--- src/rtl/axi_lite_master_engine_if.sv ---
// AXI4-Lite bus bundle between the master engine and a register slave.
interface axi_lite_master_engine_if #(
  parameter int C_AXI_DATA_WIDTH = 32,
  parameter int C_AXI_ADDR_WIDTH = 16
) ();
  logic [C_AXI_ADDR_WIDTH-1:0]   awaddr;
  logic [2:0]                    awprot;
  logic                          awvalid;
  logic                          awready;
  logic [C_AXI_DATA_WIDTH-1:0]   wdata;
  logic [C_AXI_DATA_WIDTH/8-1:0] wstrb;
  logic                          wvalid;
  logic                          wready;
  logic [1:0]                    bresp;
  logic                          bvalid;
  logic                          bready;
  logic [C_AXI_ADDR_WIDTH-1:0]   araddr;
  logic [2:0]                    arprot;
  logic                          arvalid;
  logic                          arready;
  logic [C_AXI_DATA_WIDTH-1:0]   rdata;
  logic [1:0]                    rresp;
  logic                          rvalid;
  logic                          rready;

  modport master (
    output awaddr, awprot, awvalid, wdata, wstrb, wvalid, bready,
           araddr, arprot, arvalid, rready,
    input  awready, wready, bresp, bvalid, arready, rdata, rresp, rvalid
  );

  modport slave (
    input  awaddr, awprot, awvalid, wdata, wstrb, wvalid, bready,
           araddr, arprot, arvalid, rready,
    output awready, wready, bresp, bvalid, arready, rdata, rresp, rvalid
  );
endinterface

--- src/rtl/axi_lite_master_engine.sv ---
// Single-outstanding AXI4-Lite master: one command in, one AXI transaction out,
// one response back, with a B/R timeout that locks the engine until reset.
//
// state     | meaning
// ----------+-----------------------------------------------------------
// S_IDLE    | waiting for a command (cmd_ready unless hung)
// S_WR_AW_W | awvalid/wvalid pending, each cleared by its own handshake
// S_WR_B    | bready high, timer running
// S_RD_AR   | arvalid pending
// S_RD_R    | rready high, timer running
// S_RESP    | rsp_valid held until rsp_ready
module axi_lite_master_engine #(
  parameter int C_AXI_DATA_WIDTH = 32,
  parameter int C_AXI_ADDR_WIDTH = 16,
  parameter int TIMEOUT_CYCLES   = 1024
) (
  input  logic                          axi_aclk,
  input  logic                          axi_areset,
  input  logic                          cmd_valid,
  output logic                          cmd_ready,
  input  logic                          cmd_write,
  input  logic [C_AXI_ADDR_WIDTH-1:0]   cmd_addr,
  input  logic [C_AXI_DATA_WIDTH-1:0]   cmd_wdata,
  input  logic [C_AXI_DATA_WIDTH/8-1:0] cmd_wstrb,
  output logic                          rsp_valid,
  input  logic                          rsp_ready,
  output logic [C_AXI_DATA_WIDTH-1:0]   rsp_data,
  output logic [1:0]                    rsp_resp,
  output logic                          rsp_timeout,
  output logic                          err_hung,
  axi_lite_master_engine_if.master      axi
);

  localparam logic [2:0] S_IDLE    = 3'd0;
  localparam logic [2:0] S_WR_AW_W = 3'd1;
  localparam logic [2:0] S_WR_B    = 3'd2;
  localparam logic [2:0] S_RD_AR   = 3'd3;
  localparam logic [2:0] S_RD_R    = 3'd4;
  localparam logic [2:0] S_RESP    = 3'd5;

  localparam logic [1:0] RESP_SLVERR = 2'b10;

  // Down-counter loaded with TIMEOUT_CYCLES-1; reaching zero without a handshake expires.
  localparam bit                TMR_EN   = (TIMEOUT_CYCLES > 0);
  localparam int                TW       = (TIMEOUT_CYCLES > 1) ? $clog2(TIMEOUT_CYCLES) : 1;
  localparam logic [TW-1:0]     TMR_LOAD = TW'((TIMEOUT_CYCLES > 0) ? TIMEOUT_CYCLES - 1 : 0);

  logic [2:0]    state;
  logic [TW-1:0] tmr;
  logic          aw_hs;
  logic          w_hs;
  logic          tmr_expired;

  assign axi.awprot  = 3'b000;
  assign axi.arprot  = 3'b000;
  assign aw_hs       = axi.awvalid && axi.awready;
  assign w_hs        = axi.wvalid && axi.wready;
  assign tmr_expired = TMR_EN && (tmr == '0);

  always_ff @(posedge axi_aclk) begin
    if (axi_areset) begin
      state       <= S_IDLE;
      tmr         <= '0;
      cmd_ready   <= 1'b1;
      err_hung    <= 1'b0;
      rsp_valid   <= 1'b0;
      rsp_data    <= '0;
      rsp_resp    <= 2'b00;
      rsp_timeout <= 1'b0;
      axi.awaddr  <= '0;
      axi.awvalid <= 1'b0;
      axi.wdata   <= '0;
      axi.wstrb   <= '0;
      axi.wvalid  <= 1'b0;
      axi.bready  <= 1'b0;
      axi.araddr  <= '0;
      axi.arvalid <= 1'b0;
      axi.rready  <= 1'b0;
    end else begin
      case (state)
        S_IDLE: begin
          if (cmd_valid && cmd_ready) begin
            cmd_ready <= 1'b0;
            if (cmd_write) begin
              axi.awaddr  <= cmd_addr;
              axi.wdata   <= cmd_wdata;
              axi.wstrb   <= cmd_wstrb;
              axi.awvalid <= 1'b1;
              axi.wvalid  <= 1'b1;
              state       <= S_WR_AW_W;
            end else begin
              axi.araddr  <= cmd_addr;
              axi.arvalid <= 1'b1;
              state       <= S_RD_AR;
            end
          end
        end

        S_WR_AW_W: begin
          if (aw_hs) axi.awvalid <= 1'b0;
          if (w_hs)  axi.wvalid  <= 1'b0;
          if ((aw_hs || !axi.awvalid) && (w_hs || !axi.wvalid)) begin
            axi.bready <= 1'b1;
            tmr        <= TMR_LOAD;
            state      <= S_WR_B;
          end
        end

        S_WR_B: begin
          // A handshake on the expiry edge still counts as a normal response.
          if (axi.bvalid && axi.bready) begin
            axi.bready  <= 1'b0;
            rsp_valid   <= 1'b1;
            rsp_data    <= '0;
            rsp_resp    <= axi.bresp;
            rsp_timeout <= 1'b0;
            state       <= S_RESP;
          end else if (tmr_expired) begin
            axi.bready  <= 1'b0;
            rsp_valid   <= 1'b1;
            rsp_data    <= '0;
            rsp_resp    <= RESP_SLVERR;
            rsp_timeout <= 1'b1;
            err_hung    <= 1'b1;
            state       <= S_RESP;
          end else begin
            tmr <= tmr - 1'b1;
          end
        end

        S_RD_AR: begin
          if (axi.arvalid && axi.arready) begin
            axi.arvalid <= 1'b0;
            axi.rready  <= 1'b1;
            tmr         <= TMR_LOAD;
            state       <= S_RD_R;
          end
        end

        S_RD_R: begin
          if (axi.rvalid && axi.rready) begin
            axi.rready  <= 1'b0;
            rsp_valid   <= 1'b1;
            rsp_data    <= axi.rdata;
            rsp_resp    <= axi.rresp;
            rsp_timeout <= 1'b0;
            state       <= S_RESP;
          end else if (tmr_expired) begin
            axi.rready  <= 1'b0;
            rsp_valid   <= 1'b1;
            rsp_data    <= '0;
            rsp_resp    <= RESP_SLVERR;
            rsp_timeout <= 1'b1;
            err_hung    <= 1'b1;
            state       <= S_RESP;
          end else begin
            tmr <= tmr - 1'b1;
          end
        end

        S_RESP: begin
          if (rsp_ready) begin
            rsp_valid <= 1'b0;
            cmd_ready <= !err_hung;
            state     <= S_IDLE;
          end
        end

        default: state <= S_IDLE;
      endcase
    end
  end

endmodule

--- src/flat_wrapper.sv ---
// flat-port wrapper written by rule: the top's interface ports become plain ports
module axi_lite_master_engine_flat 
#(
  parameter int C_AXI_DATA_WIDTH = 32,
  parameter int C_AXI_ADDR_WIDTH = 16,
  parameter int TIMEOUT_CYCLES   = 1024
)
  (axi_aclk, axi_areset, cmd_valid, cmd_ready, cmd_write, cmd_addr, cmd_wdata, cmd_wstrb, rsp_valid, rsp_ready, rsp_data, rsp_resp, rsp_timeout, err_hung, axi_awaddr, axi_awprot, axi_awvalid, axi_wdata, axi_wstrb, axi_wvalid, axi_bready, axi_araddr, axi_arprot, axi_arvalid, axi_rready, axi_awready, axi_wready, axi_bresp, axi_bvalid, axi_arready, axi_rdata, axi_rresp, axi_rvalid);
  axi_lite_master_engine_if #(.C_AXI_DATA_WIDTH(C_AXI_DATA_WIDTH), .C_AXI_ADDR_WIDTH(C_AXI_ADDR_WIDTH)) axi_i ();
  input  logic axi_aclk;
  input  logic axi_areset;
  input  logic cmd_valid;
  output logic cmd_ready;
  input  logic cmd_write;
  input  logic [C_AXI_ADDR_WIDTH-1:0] cmd_addr;
  input  logic [C_AXI_DATA_WIDTH-1:0] cmd_wdata;
  input  logic [C_AXI_DATA_WIDTH/8-1:0] cmd_wstrb;
  output logic rsp_valid;
  input  logic rsp_ready;
  output logic [C_AXI_DATA_WIDTH-1:0] rsp_data;
  output logic [1:0] rsp_resp;
  output logic rsp_timeout;
  output logic err_hung;
  output wire logic [$bits(axi_i.awaddr)-1:0] axi_awaddr;
  output wire logic [$bits(axi_i.awprot)-1:0] axi_awprot;
  output wire logic [$bits(axi_i.awvalid)-1:0] axi_awvalid;
  output wire logic [$bits(axi_i.wdata)-1:0] axi_wdata;
  output wire logic [$bits(axi_i.wstrb)-1:0] axi_wstrb;
  output wire logic [$bits(axi_i.wvalid)-1:0] axi_wvalid;
  output wire logic [$bits(axi_i.bready)-1:0] axi_bready;
  output wire logic [$bits(axi_i.araddr)-1:0] axi_araddr;
  output wire logic [$bits(axi_i.arprot)-1:0] axi_arprot;
  output wire logic [$bits(axi_i.arvalid)-1:0] axi_arvalid;
  output wire logic [$bits(axi_i.rready)-1:0] axi_rready;
  input wire logic [$bits(axi_i.awready)-1:0] axi_awready;
  input wire logic [$bits(axi_i.wready)-1:0] axi_wready;
  input wire logic [$bits(axi_i.bresp)-1:0] axi_bresp;
  input wire logic [$bits(axi_i.bvalid)-1:0] axi_bvalid;
  input wire logic [$bits(axi_i.arready)-1:0] axi_arready;
  input wire logic [$bits(axi_i.rdata)-1:0] axi_rdata;
  input wire logic [$bits(axi_i.rresp)-1:0] axi_rresp;
  input wire logic [$bits(axi_i.rvalid)-1:0] axi_rvalid;
  assign axi_awaddr = axi_i.awaddr;
  assign axi_awprot = axi_i.awprot;
  assign axi_awvalid = axi_i.awvalid;
  assign axi_wdata = axi_i.wdata;
  assign axi_wstrb = axi_i.wstrb;
  assign axi_wvalid = axi_i.wvalid;
  assign axi_bready = axi_i.bready;
  assign axi_araddr = axi_i.araddr;
  assign axi_arprot = axi_i.arprot;
  assign axi_arvalid = axi_i.arvalid;
  assign axi_rready = axi_i.rready;
  assign axi_i.awready = axi_awready;
  assign axi_i.wready = axi_wready;
  assign axi_i.bresp = axi_bresp;
  assign axi_i.bvalid = axi_bvalid;
  assign axi_i.arready = axi_arready;
  assign axi_i.rdata = axi_rdata;
  assign axi_i.rresp = axi_rresp;
  assign axi_i.rvalid = axi_rvalid;
  axi_lite_master_engine #(.C_AXI_DATA_WIDTH(C_AXI_DATA_WIDTH), .C_AXI_ADDR_WIDTH(C_AXI_ADDR_WIDTH), .TIMEOUT_CYCLES(TIMEOUT_CYCLES)) u_core (.axi_aclk(axi_aclk), .axi_areset(axi_areset), .cmd_valid(cmd_valid), .cmd_ready(cmd_ready), .cmd_write(cmd_write), .cmd_addr(cmd_addr), .cmd_wdata(cmd_wdata), .cmd_wstrb(cmd_wstrb), .rsp_valid(rsp_valid), .rsp_ready(rsp_ready), .rsp_data(rsp_data), .rsp_resp(rsp_resp), .rsp_timeout(rsp_timeout), .err_hung(err_hung), .axi(axi_i));
endmodule
--- config.mk ---
export PLATFORM = sky130hd
export DESIGN_NAME = axi_lite_master_engine_flat
export DESIGN_NICKNAME = d
export VERILOG_FILES = /design/src/rtl/axi_lite_master_engine_if.sv /design/src/rtl/axi_lite_master_engine.sv /design/src/flat_wrapper.sv
export SDC_FILE = /design/constraint.sdc
export NUM_CORES = 1
export LEC_CHECK = 0
export BUFFER_PORTS_ARGS = -buffer_cell sky130_fd_sc_hd__buf_2
export CAP_MARGIN = 5
export CORE_ASPECT_RATIO = 1.75
export CORE_MARGIN = 2
export CORE_UTILIZATION = 40
export DETAILED_ROUTE_END_ITERATION = 6
export PLACE_DENSITY = 0.82
export SLEW_MARGIN = 20
export SYNTH_ARGS = -nofsm -noshare
export SYNTH_HDL_FRONTEND = slang
export SYNTH_SLANG_ARGS = --single-unit
export TNS_END_PERCENT = 100
--- constraint.sdc ---
create_clock -name axi_aclk -period 5.4 [get_ports axi_aclk]
set_clock_uncertainty 0.05 [all_clocks]
set_input_delay 0.54 -clock axi_aclk [delete_from_list [all_inputs] [get_ports axi_aclk]]
set_output_delay 0.54 -clock axi_aclk [all_outputs]
set_load 0.01 [all_outputs]
# After elaboration in Yosys (flattened, before gate mapping)

Index checks and enable logic that the tools add are counted.
Widths: inputs -> output; s select.

Register bits: 124
Input port bits: 98

Reduce and logical (&&, ||, !) cells: 34
Bitwise gates (word level): 1
Equality and inequality tests: 17
Add/sub/neg operators: 1
Multiplexer cells: 56

Operators with widths:

| kind                  | number |
|---|---|
| $mux 32               | 3 |
| $pmux 32 s2           | 1 |
| $mux 10               | 5 |
| $pmux 10 s4           | 1 |
| $mux 1                | 24 |
| $mux 3                | 7 |
| $pmux 3 s6            | 1 |
| $reduce_and 3->1      | 6 |
| $pmux 1 s2            | 8 |
| $reduce_and 4->1      | 4 |
| $reduce_bool 2->1     | 6 |
| $logic_not 10->1      | 1 |
| $ne 2x1->1 const B    | 5 |
| $ne 2x2->1 const B    | 5 |
| $sub 10x1->10 const B | 1 |
| $mux 2                | 4 |
| $logic_and 1x1->1     | 7 |
| $eq 3x2->1 const B    | 2 |
| $eq 3x3->1 const B    | 2 |
| $ne 3x1->1 const B    | 2 |
| $reduce_and 5->1      | 1 |
| $pmux 2 s2            | 1 |
| $reduce_bool 4->1     | 1 |
| $eq 3x1->1 const B    | 1 |
| other kinds (7)       | 10 |

# Logic depth before layout (Yosys ltp)

Word-level depth: 5
Gate-level depth with buffers: 8
Depth with buffers taken out: 7

# Worst setup path before layout

Ideal clock, no wire load.

Kind: register to register
Start: register u_core.state[1]
End: register u_core.state[0]
Period minus slack after synthesis: 2.159 ns
Cell stages (with the launch flop): 8
Arrival: 1.993 ns
Slack: 3.241 ns
Path buffers: 2
Data required time: 5.234 ns
Cell sequence: dfxtp_1 -> buf_2 -> or3b_4 -> and3_1 -> buf_6 -> or3_1 -> maj3_2 -> o211a_1

Cells in the longest elaborated chain, start to end: 3

Ends and longest elaborated chain:

| what                                               | RTL line                     | RTL |
|---|---|---|
| start: declaration                                 | axi_lite_master_engine.sv:48 | `logic [2:0] state;` |
| start signal: assignment                           | axi_lite_master_engine.sv:62 | `state <= S_IDLE;` |
| start signal: assignment                           | axi_lite_master_engine.sv:90 | `state <= S_WR_AW_W;` |
| start signal: assignment                           | axi_lite_master_engine.sv:94 | `state <= S_RD_AR;` |
| $eq 3x3->1, or another cell as far along           | axi_lite_master_engine.sv:80 | `case (state)` |
| $ne 2x2->1 (no line) or $ne 2x1->1 (tied branches) | --                           |  |
| $reduce_and 4->1 (no line)                         | --                           |  |

Several ways; a longest one is shown, not always the timed one.
A chain may end at the register's enable or synchronous reset.

# Final worst setup path

Start: register u_core.state[1]
End: register u_core.tmr[8]

Cells in the longest elaborated chain, start to end: 3

Ends and longest elaborated chain:

| what                                               | RTL line                      | RTL |
|---|---|---|
| $eq 3x2->1, or another cell as far along           | axi_lite_master_engine.sv:80  |  |
| $ne 2x1->1 (no line), or another cell as far along | --                            |  |
| $reduce_and 5->1 (no line)                         | --                            |  |
| end signal: assignment                             | axi_lite_master_engine.sv:127 | `tmr <= tmr - 1'b1;` |
| end signal: assignment                             | axi_lite_master_engine.sv:157 | `tmr <= tmr - 1'b1;` |
| end: declaration                                   | axi_lite_master_engine.sv:49  | `logic [TW-1:0] tmr;` |

Several ways; a longest one is shown, not always the timed one.

==> impl_results.md <==
* Global-route usage over all layers at 19.20%
* Status: finished clean
* Maximum VDD drop at 0.2767 mV
* Clk root buf: clkbuf_16
* Fmax at 379.4 MHz
* Final period utilization at 48.81%
* Post-detailed-route wirelength per cell at 13.91 um
* CP endpoint kind: flip-flop
* Hold-fix buffer count after cts at 0
* Maximum clock path buffer count at 2
* Main synth FF type: dfxtp_1
* Antenna fix cells at 0
* Total power at 0.002916 W
* Hold Fails Final Rpt at 0
* CP Max Fanout at 14
* Slew headroom at 35.50%
* Hpwl dp at 8.999 mm
* Die width at 86.64 um
* Initial core utilization at 41.05%
* Post-synth EDFFs at 0
* Synthesized cell area at 4781 um^2
* Cell variety after synth at 44
* Final setup viols at 0
* Crit path time final at 2636 ps
* Share of flip-flops with an asynchronous set or reset at 0%
* DRT met1 WL at 5.019 mm
* Setup Buffers After CTS at 0
* Placer congestion estimate at 0.8420
* Register area share after synthesis at 51.92%
* XOR/XNOR Fraction of Synth Area at 0%
* Synthesis-stage register bit count at 124
* Max layer used: met4
* Detail Route Antenna Nets at 0
* Largest family of logic cells by synthesized area: simple AND/OR/NAND/NOR gates
* Pleak at 2.912 nW
* Area occupied by multi-input gates at 2044 um^2
* Worst EP arrival at 2880 ps
* Post-synthesis mux area share at 0.2094%
* Post-synthesis simple-gate area fraction at 20.91%
* Yosys warns at 0
* Syn avg cell area at 8.158 um^2
* Routed vias at 4715
* DR vias/cell at 5.103
* Total of max-cap violations at 0
* Clk slew on worst S/H paths at 60 ps
* Top Ports at 215
* Ratio of cells with drive above 1 in the final layout at 32.32%
* Number of H-tree levels at 4
* Startpoint Class: flip-flop
* Detailed-route wire length at 12.85 mm
* Final slew viol count at 0
* Syn Inst Count at 586
* Adder-Cell Fraction of Synth Area at 0.4973%
* Setup TNS at 0 ps
* Number of buffers created by CTS at 17
* Largest net degree at the start of global routing at 73
* Power Density at 453.3 nW/um^2
* Global route total overflow at 0
* Post-synthesis compound-gate area fraction at 20.47%
* Reg area at 2482 um^2
* Number of global-route vias before repair at 4271
* Initial antenna violation count at 0
* CTS tree: built
* DRT iter0 DRCs at 154
* DR pass1 iterations at 5
* Core region area at 11650 um^2
* DRC violations left at 0
* CP required at 5650 ps
* Met3 routed WL at 811 um
* Actual slew at the worst max-slew pin at 967.5 ps
* Layout area overhead at 34.57%
* Worst hold path type: input port to flip-flop
* Post-CTS sizing at 0
* Unrepaired setup endpoints after global routing: false
* Clock Latency Late Sink at 400 ps
* Wire length on met2 at 6.730 mm
* Sink Count at 124
* DP Cell Count at 891
* Die footprint at 12880 um^2
* Die Y at 148.6 um
* Final #Nets at 875
* Critical path type: flip-flop to flip-flop
* IO buf count at 208
* First-pass GRT wire length at 19.90 mm
* Layout Utilization at 55.24%
* Cell Count, Final, Fillers Out at 924
* Fill cells at 1113
* Hold Slack at 318.2 ps
* Num rows at 52
synthesized netlist by cell type (all sizes together) (3+ instances only):
cell	number	area, um^2
a21oi	86	430.4
a22oi	34	255.2
a311oi	4	35.03
a31o	3	26.28
a31oi	6	37.54
a41o	3	30.03
and3	3	18.77
buf	15	102.6
clkbuf	33	123.9
dfxtp	124	2482
inv	15	56.30
nand2	145	544.3
nand2b	5	31.28
nand3	6	30.03
nand4	5	31.28
nor2	50	187.7
nor3	11	55.05
o21ai	7	35.03
or3	5	31.28
per-stage QoR:
stage,cell area [um^2],setup slack [ps]
6_report,6434,2764
5_1_grt,6434,2546
4_1_cts,6414,2791
3_5_place_dp,5833,2837
3_3_place_gp,5833,2893
2_1_floorplan,4800,3241
registers in the layout, indices dropped and copies added, names as in the netlist, 2 cells and up:
register           count
u_core.rsp_data       32
u_core.axi.wdata      32
u_core.axi.wstrb       4
u_core.rsp_resp        2
u_core.state           3
u_core.axi.awaddr     16
u_core.tmr            10
u_core.axi.araddr     16
worst paths after layout:
| path | from | end | slack (ps) | depth (start not counted) |
|---|---|---|---|---|
| worst max-delay path | u_core.state[1] | u_core.tmr[8] | 2760 | 5 |
| worst max register to register | u_core.state[1] | u_core.tmr[8] | 2760 | 5 |
| worst min-delay path | cmd_wdata[3] | u_core.axi.wdata[3] | 320 | 3 |
| worst min register to register | u_core.axi.wdata[10] | u_core.axi.wdata[10] | 400 | 2 |
layout make-up:
cell class                 instances  share of cell area (%)
clock buffer                      21                   7.312
tap                              135                   2.625
inverter                          15                  0.8751
clock inverter                    11                   1.711
sequential                       124                   38.58
multi-input combinational        404                   31.78
timing repair buffer             214                   17.11
power by group:
part / internal (W) / switching, W
registers: 0.00103 / 0.0000919
logic: 0.000273 / 0.000431
clock network: 0.000675 / 0.000415
total: 0.00198 / 0.000937
cells in the final DEF, fill, tap and decap left out, types with 2 or more instances in the layout:
master,n
and3_1,3
o21a_1,2
a21oi_1,86
buf_4,6
a41o_1,3
nand2_1,145
o211a_1,2
nand2b_1,5
nand3_1,6
a31oi_1,6
a21o_1,2
dfxtp_1,124
conb_1,6
nor2_1,48
inv_1,15
nand4_1,5
inv_6,3
o211ai_1,2
or3_1,5
clkbuf_8,3
o21ai_0,7
clkbuf_16,17
buf_2,207
clkinv_4,3
nor3_1,11
a22oi_1,34
clkinvlp_4,3
a31o_2,3
a311oi_1,4
logic make-up after synthesis:
kind of cell    after synthesis
simple gates                238
compound gates              157
flops                       124
buf+inv                      63
fa+ha+maj                     2
mux                           1
other cells                   1
per-layer routing:
layer	vias up	global-route usage, %
met5	-	0
met4	0	7.578
met3	20	5.383
met2	194	34.08
met1	2126	21.23
li1	2375	-
critical path, stage by stage (launching register included):
cell and delay (ps):
dfxtp_1 540, nand2b_1 180, a21oi_1 800, or3_1 530, a31oi_1 160, a311oi_1 270
Note: power is estimated with default switching activity, not from simulation.
